**config.mk**
```make
export PLATFORM = sky130hd
export DESIGN_NAME = switch_sequencer
export DESIGN_NICKNAME = d
export VERILOG_FILES = /design/src/rtl/switch_sequencer.sv
export SDC_FILE = /design/constraint.sdc
export NUM_CORES = 1
export LEC_CHECK = 0
export BUFFER_PORTS_ARGS = -buffer_cell sky130_fd_sc_hd__buf_2
export CELL_PAD_IN_SITES_DETAIL_PLACEMENT = 1
export CELL_PAD_IN_SITES_GLOBAL_PLACEMENT = 1
export CORE_UTILIZATION = 40
export DETAILED_ROUTE_END_ITERATION = 8
export PLACE_DENSITY = 0.67
export SLEW_MARGIN = 20
export SYNTH_ARGS = -nofsm -noshare
export SYNTH_HDL_FRONTEND = slang
export SYNTH_SLANG_ARGS = --single-unit
```
**constraint.sdc**
```tcl
create_clock -name clk -period 2.65 [get_ports clk]
set_clock_uncertainty 0.1 [all_clocks]
set_input_delay 0.1325 -clock clk [delete_from_list [all_inputs] [get_ports clk]]
set_output_delay 0.1325 -clock clk [all_outputs]
set_load 0.1 [all_outputs]
```
**src/rtl/switch_sequencer.sv**
```systemverilog
// switch_sequencer: break-before-make changeover sequencer for a two-switch pair
//   clk        rising-edge clock
//   rst_n      asynchronous active-low reset, released synchronously by the source
//   cmd_valid  select command present
//   cmd_sel    00 off, 01 side A, 10 side B, 11 illegal (treated as off, flags err_sel)
//   cmd_ready  command accepted on this edge when cmd_valid is also high
//   ctl_a      registered control level for switch A
//   ctl_b      registered control level for switch B
//   state      IDLE=00, ON_A=01, ON_B=10, DEAD=11
//   err_sel    sticky illegal-select flag, cleared only by reset
module switch_sequencer #(
  parameter int DEAD_CYCLES   = 4,
  parameter int MIN_ON_CYCLES = 16,
  parameter int CNT_W         = 8
) (
  input  logic       clk,
  input  logic       rst_n,
  input  logic       cmd_valid,
  input  logic [1:0] cmd_sel,
  output logic       cmd_ready,
  output logic       ctl_a,
  output logic       ctl_b,
  output logic [1:0] state,
  output logic       err_sel
);
  typedef enum logic [1:0] {IDLE = 2'b00, ON_A = 2'b01, ON_B = 2'b10, DEAD = 2'b11} state_e;
  localparam logic [CNT_W-1:0] ON_LOAD   = CNT_W'(MIN_ON_CYCLES - 1);
  localparam logic [CNT_W-1:0] DEAD_LOAD = CNT_W'(DEAD_CYCLES - 1);
  state_e           state_q, state_d, target_q, target_d, dec;
  logic [CNT_W-1:0] on_cnt_q, on_cnt_d, dead_cnt_q, dead_cnt_d;
  logic             ctl_a_q, ctl_a_d, ctl_b_q, ctl_b_d, err_q, err_d, accept;
  // off and the illegal code both decode to IDLE, so a release always targets IDLE
  assign dec       = (cmd_sel == 2'b01) ? ON_A : (cmd_sel == 2'b10) ? ON_B : IDLE;
  assign cmd_ready = (state_q == IDLE) || ((state_q != DEAD) && (on_cnt_q == '0));
  assign accept    = cmd_valid && cmd_ready;
  always_comb begin
    state_d    = state_q;
    target_d   = target_q;
    on_cnt_d   = on_cnt_q;
    dead_cnt_d = dead_cnt_q;
    ctl_a_d    = ctl_a_q;
    ctl_b_d    = ctl_b_q;
    err_d      = err_q | (accept && cmd_sel == 2'b11);
    case (state_q)
      IDLE: if (accept && dec != IDLE) begin
        state_d  = dec;
        ctl_a_d  = dec == ON_A;
        ctl_b_d  = dec == ON_B;
        on_cnt_d = ON_LOAD;
      end
      ON_A, ON_B: begin
        on_cnt_d = (on_cnt_q == '0) ? '0 : on_cnt_q - 1'b1;
        // same-side command is a no-op; anything else releases through DEAD
        if (accept && dec != state_q) begin
          state_d    = DEAD;
          target_d   = dec;
          dead_cnt_d = DEAD_LOAD;
          ctl_a_d    = 1'b0;
          ctl_b_d    = 1'b0;
        end
      end
      default: begin
        ctl_a_d = 1'b0;
        ctl_b_d = 1'b0;
        if (dead_cnt_q == '0) begin
          state_d  = target_q;
          ctl_a_d  = target_q == ON_A;
          ctl_b_d  = target_q == ON_B;
          on_cnt_d = (target_q == IDLE) ? '0 : ON_LOAD;
          target_d = IDLE;
        end else begin
          dead_cnt_d = dead_cnt_q - 1'b1;
        end
      end
    endcase
  end
  always_ff @(posedge clk or negedge rst_n) begin
    if (!rst_n) begin
      state_q    <= IDLE;
      target_q   <= IDLE;
      on_cnt_q   <= '0;
      dead_cnt_q <= '0;
      ctl_a_q    <= 1'b0;
      ctl_b_q    <= 1'b0;
      err_q      <= 1'b0;
    end else begin
      state_q    <= state_d;
      target_q   <= target_d;
      on_cnt_q   <= on_cnt_d;
      dead_cnt_q <= dead_cnt_d;
      ctl_a_q    <= ctl_a_d;
      ctl_b_q    <= ctl_b_d;
      err_q      <= err_d;
    end
  end
  assign ctl_a   = ctl_a_q;
  assign ctl_b   = ctl_b_q;
  assign state   = state_q;
  assign err_sel = err_q;
endmodule

```
== After elaboration in Yosys (flattened, before gate mapping) ==
Cells that the tools add are included.
Widths: inputs -> output; s select.
Cells by class
  equality and inequality tests: 14
  divide/modulo/power cells: 0
  add/subtract/negate cells: 2
  order comparisons: 0
  multiply operators: 0
  bitwise operators: 2
  reductions and logical operators: 19
  muxes and demuxes: 24
  shifts and indexed selects: 0
Operator list (count)
  $mux 8: 5
  $pmux 8 s2: 2
  $logic_not 8->1: 2
  $sub 8x1->8 const B: 2
  $mux 2: 7
  $eq 2x2->1 const B: 5
  $reduce_and 3->1: 3
  $eq 2x1->1 const B: 4
  $pmux 2 s2: 2
  $logic_and 1x1->1: 5
  $mux 1: 5
  $logic_not 2->1: 2
  $mux 4: 1
  $ne 2x1->1 const B: 2
  $ne 2x2->1 const B: 2
  $pmux 1 s2: 2
  $reduce_and 2->1: 2
  $reduce_bool 2->1: 2
  $reduce_bool 3->1: 1
  $ne 2x2->1: 1
  $reduce_or 2->1: 1
  $logic_or 1x1->1: 1
  $not 1->1: 1
  $or 1x1->1: 1
Word-level totals
  output and inout bits: 6
  RAM bits: 0
  logic and storage cells: 68
  input port bits: 5
  ROM bits: 0
  memories: 0
  bits in latches: 0
  register bits: 23

== Logic depth before layout (Yosys ltp) ==
Gate-level depths: netlist (run 1).
  word-level depth: 7
  depth in mapped cells: 7
  depth with buffers taken out: 7

== Worst setup path before layout (run 1) ==
OpenSTA, ideal clock, no wires.
  kind: register to register
  from: register state_q[0] (netlist: state[0])
  to: register err_q (netlist: err_sel)
  setup time: 122 ps
  stages on the path, launching flop included: 7
  buffers on the path: 1
  period minus slack after synthesis: 2709 ps
  required time: 2428 ps
  arrival time: 2487 ps
  setup slack: -59 ps
  cell sequence: dfrtp_1 > inv_1 > ha_1 > buf_1 > a31oi_1 > inv_1 > a31o_2
On the way
  cells in the longest elaborated chain, start to end: 6
  elaborated cells on any way between the ends: 7
  those cells by class: eq/ne: 1; bitwise: 1; reduce/logical: 5
Ends and longest elaborated chain
  start: declaration: line 29  | state_e state_q, state_d, target_q, target_d, dec;
  start signal: assignment: line 87  | state_q <= state_d;
  $ne 2x2->1: line 34  | assign cmd_ready = (state_q == IDLE) || ((state_q != DEAD) && (on_cnt_q == '0));
  $logic_and 1x1->1: line 34
  $logic_or 1x1->1 (*): line 34
  named net cmd_ready: line 20  | output logic cmd_ready,
  $logic_and 1x1->1 (*): line 35  | assign accept = cmd_valid && cmd_ready;
  $logic_and 1x1->1 (*): line 43  | err_d = err_q | (accept && cmd_sel == 2'b11);
  $or 1x1->1 (*): line 43
  named net err_d: line 31  | logic ctl_a_q, ctl_a_d, ctl_b_q, ctl_b_d, err_q, err_d, accept;
  end signal: assignment: line 93  | err_q <= err_d;
  end: declaration: line 31
Mark *: on every way through the listed nets, which the timed path passes. The rest lies on a longest branch.
A chain may end at the register's enable or synchronous reset.

== Worst setup path after layout (run 1) ==
  from: register on_cnt_q[0]
  to: output port cmd_ready
On the way
  cells in the longest elaborated chain, start to end: 3
Ends and longest elaborated chain
  start: declaration: line 30  | logic [CNT_W-1:0] on_cnt_q, on_cnt_d, dead_cnt_q, dead_cnt_d;
  start signal: assignment: line 89  | on_cnt_q <= on_cnt_d;
  $logic_not 8->1: line 34
  $logic_and 1x1->1: line 34
  $logic_or 1x1->1: line 34
  end: declaration: line 20
Every way passes these cells.

==> qor.yml, run 1 <==
global_route:
  overflow: 0
  grt_max_degree: 24
  grtUsageTotal: 0.206
  grt_pass1_wl_um: 6310
  grt_pass1_vias: 1331
  antenna_found_initial: 0
cells_and_area:
  layout.filler_cells: 410
  drive_gt1_frac: 0.219
  antenna_cells: 0
  fin_nets: 195
  utilization: 0.479
  syn_to_final_growth_pct: 12.7
floorplan:
  fp.dieW_um: 62.3
  ios: 11
  start_util: 0.426
  die_h_um: 62.3
  rows: 21
  dieArea_sq_um: 3880
  core_area_sq_um: 3420
setup_path:
  rrSetupSlack_ns: 0.34
  worstPathRequired_ns: 2.42
  path_max_fanout: 4
  crit_arrival_ns: 2.11
  critPathCaptureType: "output port"
  start_kind: "flop"
  crit_type: "reg2out"
clock_network:
  htreeDepth: 1
  cts_sinks: 23
  cts_root_buf: "clkbuf_4"
  insertion_delay_ns: 0.33
  clockBufferDepth: 2
  cts_tree: "yes"
  cts_buffers: 3
  cts_setup_buffers: 0
  clk_pin_slew_ns: 0.13
yosys:
  synth_area_leaders: "dfrtp_1 (40%), ha_1 (9.5%), nand2_1 (5.7%), a21oi_1 (5.2%), o21ai_0 (4.5%)"
  synth_flop_cell: "dfrtp_1"
  synth-seq-area-share: 0.396
  synth_largest_area_cell: "dfrtp_1"
  synth-seq-cells: 23
  yosys_warnings: 0
  yosys.cell_types.count: 38
  netlist_area_sq_um: 1450
  syn_avg_cell_area_sq_um: 9.14
  synth_top_area_frac: 0.396
  synth_edf_count: 0
  synthCells: 159
  postSynth.asyncResetShare: 1.00
  yosys-top-cells-count: "dfrtp_1 (23), nand2_1 (22), a21oi_1 (15)"
  syn_nets: 175
  synth_most_common_cell: "dfrtp_1"
sta:
  final.min_clock_period_ns: 2.34
  rsz0062_at_grt: "no"
  hold_violations: 0
  relSlewSlack: 0.563
  setup_tns_ns: 0
  setup_violations: 0
  fmax_mhz: 428
  slew_viol_final: 0
  post-route-period-util: 0.883
  tightest_slew_ns: 0.649
placed_design:
  dp_hpwl_um: 2780
  port_buffers: 10
  gp_congestion: 0.768
routing:
  ant_nets: 0
  first_pass_iters: 4
  wl_um: 3540
  vias: 1233
  drc: 0
  first_iter_violations: 52
  via_per_inst: 5.50
  wl_per_cell_um: 15.8
outcome:
  outcome: "complete, no violations"
min_path:
  hp-class: "in2reg"
flow_run:
  max_cap_viol_count: 0
==> metal layers <==
| metal | global-route usage | share of wire |
|---|---|---|
| met1 | 0.259 | 0.45 |
| met5 | 0 | 0 |
| met4 | 0.0465 | 0.012 |
| met2 | 0.354 | 0.51 |
| met3 | 0.0515 | 0.030 |
==> cells in the final DEF (no fill, tap or decap), types with 3 or more instances in the layout <==
cell / count
or2b_2: 3
buf_4: 4
nor2_1: 10
ha_1: 11
mux2_2: 4
clkbuf_4: 3
nand3b_1: 3
nor3_1: 5
nand2_1: 22
a21oi_1: 15
dfrtp_1: 21
nand3_1: 3
nor4_1: 3
buf_2: 10
inv_1: 11
o21ai_0: 13
==> worst paths after layout <==
path                                                start                   endpoint  depth (start not counted)
worst max-delay path              on_cnt_q[0]$_DFFE_PN0P_                  cmd_ready                          7
worst min-delay path                           cmd_sel[1]          err_sel$_DFF_PN0_                          3
worst max register to register  dead_cnt_q[4]$_DFFE_PN0P_       state[0]$_DFFE_PN0P_                          5
worst min register to register          err_sel$_DFF_PN0_          err_sel$_DFF_PN0_                          1
max in group asynchronous                           rst_n       state[0]$_DFFE_PN0P_                          2
min in group asynchronous                           rst_n  dead_cnt_q[6]$_DFFE_PN0P_                          2
==> critical path: stages (launching register included) <==
cell     delay (ns)
dfrtp_1        0.43
inv_1          0.13
ha_1           0.15
nor4b_1        0.24
buf_4          0.18
a31oi_1        0.10
inv_1          0.11
buf_2          0.43
==> state kept, by name (all words and copies together) (netlist names) <==
register and count:
on_cnt_q 8, state 2, ctl_a 1, dead_cnt_q 8, target_q 2, ctl_b 1
err_sel 1
==> layout make-up <==
type	instances	area, sq um	area share
multi-input combinational	124	833	0.509
sequential	23	578	0.353
timing repair buffer	16	100	0.0611
tap	46	57.6	0.0351
inverter	11	41.3	0.0252
clock buffer	3	22.5	0.0138
clock inverter	1	5.00	0.00306
==> repair_timing <==
item,in CTS,in global routing
gates resized for setup,0,0
hold buffers,2,0
hold endpoints to repair,24,0
==> per-stage QoR <==
stage          setup slack (ns)  instance area, sq um  hold slack (ns)  std cells
2_1_floorplan             0.240                  1460           -0.263        159
3_5_place_dp              0.346                  1590           0.0514        218
3_3_place_gp              0.362                  1590           0.0404        218
5_1_grt                   0.206                  1640            0.164        224
6_report                  0.311                  1640            0.148        224
4_1_cts                   0.310                  1640            0.151        224
==> kinds of logic after synthesis <==
group                      Yosys count  synth area share
AOI/OAI and AO/OA                   44             0.190
muxes                                4            0.0310
adders and majority gates           11            0.0947
buffers and inverters               12            0.0310
and+or+nand+nor                     63             0.245
DFF                                 23             0.396
xor gates and xnor gates             2            0.0121
Power of run 1 is not shown: default switching activity piles up to over one toggle a cycle in this logic, so the estimate is an artifact.
==> run 2, diff against run 1 <==
CELL_PAD_IN_SITES_DETAIL_PLACEMENT = default   (was 1)
CELL_PAD_IN_SITES_GLOBAL_PLACEMENT = default   (was 1)
PLACE_DENSITY = 0.54   (was 0.67)
==> qor.yml, run 2 (synthesis gave the netlist of run 1 again) <==
outcome:
  outcome: "complete, no violations"
sta:
  fmax_mhz: 435  # +1.6%
  whs_ns: 0.130  # -0.0187 ns
  setup_ws_ns: 0.349  # +0.0377 ns
  final.min_clock_period_ns: 2.30  # -0.0377 ns
  setup_violations: 0  # unchanged
  tightest_slew_ns: 0.718  # +0.0684 ns
  hold_violations: 0  # unchanged
  setup_tns_ns: 0  # unchanged
  rsz0062_at_grt: "no"
  slew_viol_final: 0  # unchanged
  post-route-period-util: 0.868  # -0.0142
  relSlewSlack: 0.517  # -0.0460
cells_and_area:
  fin_nets: 196  # +0.51%
  syn_to_final_growth_pct: 13.2
  multiInputGateArea_sq_um: 833  # unchanged
  reg_top3: "dead_cnt_q (8), on_cnt_q (8)"
  layout_common_cells: "nand2_1 (22), dfrtp_1 (21), a21oi_1 (15)"
  drive_gt1_frac: 0.223  # +0.00436
  regArea_sq_um: 578  # unchanged
  antenna_cells: 0  # unchanged
  utilization: 0.482  # +0.00220
  final_common_cell: "nand2_1"
  layout.filler_cells: 344  # -16%
routing:
  wl_per_cell_um: 13.6  # -14%
  wl_um: 3060  # -13%
  ant_nets: 0  # unchanged
  via_per_inst: 5.23  # -5.0%
  dr_wl_met2_um: 1380  # -23%
  drc: 0  # unchanged
  vias: 1176  # -4.6%
  met3_length_um: 46  # -57%
  routedLengthMet1_um: 1600  # +0.82%
  first_pass_iters: 4  # unchanged
  top_layer: "met4"
  first_iter_violations: 62  # +19%
global_route:
  grt_pass1_wl_um: 5300  # -16%
  grtUsageTotal: 0.174  # -0.0321
  grt_pass1_vias: 1147  # -14%
  overflow: 0  # unchanged
  grt_max_degree: 24  # unchanged
  antenna_found_initial: 0  # unchanged
floorplan:
  dieArea_sq_um: 3880  # unchanged
  ios: 11  # unchanged
  fp.dieW_um: 62.3  # unchanged
  die_h_um: 62.3  # unchanged
  start_util: 0.426  # unchanged
  core_area_sq_um: 3420  # unchanged
  rows: 21  # unchanged
setup_path:
  crit_type: "reg2out"
  crit_arrival_ns: 2.07  # -0.04 ns
  slowest_stage: "buf_2"
  worstPathRequired_ns: 2.42  # about the same
  max_stage_delay_ns: 0.43  # about the same
  critPathCaptureType: "output port"
  r2r_start: "on_cnt_q[0]$_DFFE_PN0P_"
  start_kind: "flop"
  crit_path_start: "on_cnt_q[0]$_DFFE_PN0P_"
  crit_family: "buffers and inverters"
  path_buf_inv: 4  # unchanged
  cp_common_cell: "inv_1"
  crit_path_cell_trace: "inv_1 > ha_1 > nor4b_1 > buf_4 > a31oi_1 > inv_1 > buf_2"
  path_max_fanout: 4  # unchanged
placed_design:
  port_buffers: 10  # unchanged
  dp_slack_ns: 0.424  # +0.0782 ns
  dp_hpwl_um: 2350  # -15%
  gp_congestion: 0.783  # +1.9%
clock_network:
  htreeDepth: 1  # unchanged
  cts_buffers: 3  # unchanged
  clk_pin_slew_ns: 0.13  # about the same
  clockBufferDepth: 2  # unchanged
  insertion_delay_ns: 0.31  # -0.02 ns
  cts_sinks: 23  # unchanged
  ctsResizeCount: 0  # unchanged
  cts_tree: "yes"
  cts_setup_buffers: 0  # unchanged
  ctsHoldBuffers: 2  # unchanged
  cts_root_buf: "clkbuf_4"
flow_run:
  max_cap_viol_count: 0  # unchanged
min_path:
  worstHoldStart: "cmd_sel[1]"
  hp-class: "in2reg"
[run 2: worst paths after layout]
kind / to / slack [ns] / cells after the start
min: err_sel$_DFF_PN0_ / 0.13 / 3
max in group asynchronous: state[1]$_DFFE_PN0P_ / 1.85 / 2
min reg2reg: err_sel$_DFF_PN0_ / 0.38 / 1
min in group asynchronous: dead_cnt_q[5]$_DFFE_PN0P_ / 0.21 / 2
max: cmd_ready / 0.35 / 7
max reg2reg: ctl_a$_DFFE_PN0P_ / 0.43 / 8
[run 2: metal layers]
metal  GRT usage  up-vias
met3      0.0294        2
met5           0        -
met4      0.0669        0
met2       0.275       11
met1       0.237      552
li1            -      611
[run 2: through the flow]
step / instances / instance area (sq um)
6_report: 225 / 1650
5_1_grt: 225 / 1650
4_1_cts: 225 / 1650
3_5_place_dp: 219 / 1600
3_3_place_gp: 219 / 1600
2_1_floorplan: 159 / 1460
[run 2: tightest hold or removal path, stage by stage]
cell and delay (ns):
buf_2 0.12, ha_1 0.14, a31o_2 0.13
[run 2: final cells by class]
class,instances,share of cell area
Clock buffer,3,0.0137
Multi-Input combinational cell,124,0.506
Timing Repair Buffer,17,0.0654
Sequential cell,23,0.351
Inverter,11,0.0251
Clock inverter,1,0.00304
Tap cell,46,0.0350
Power of run 2 is left out for the same reason.
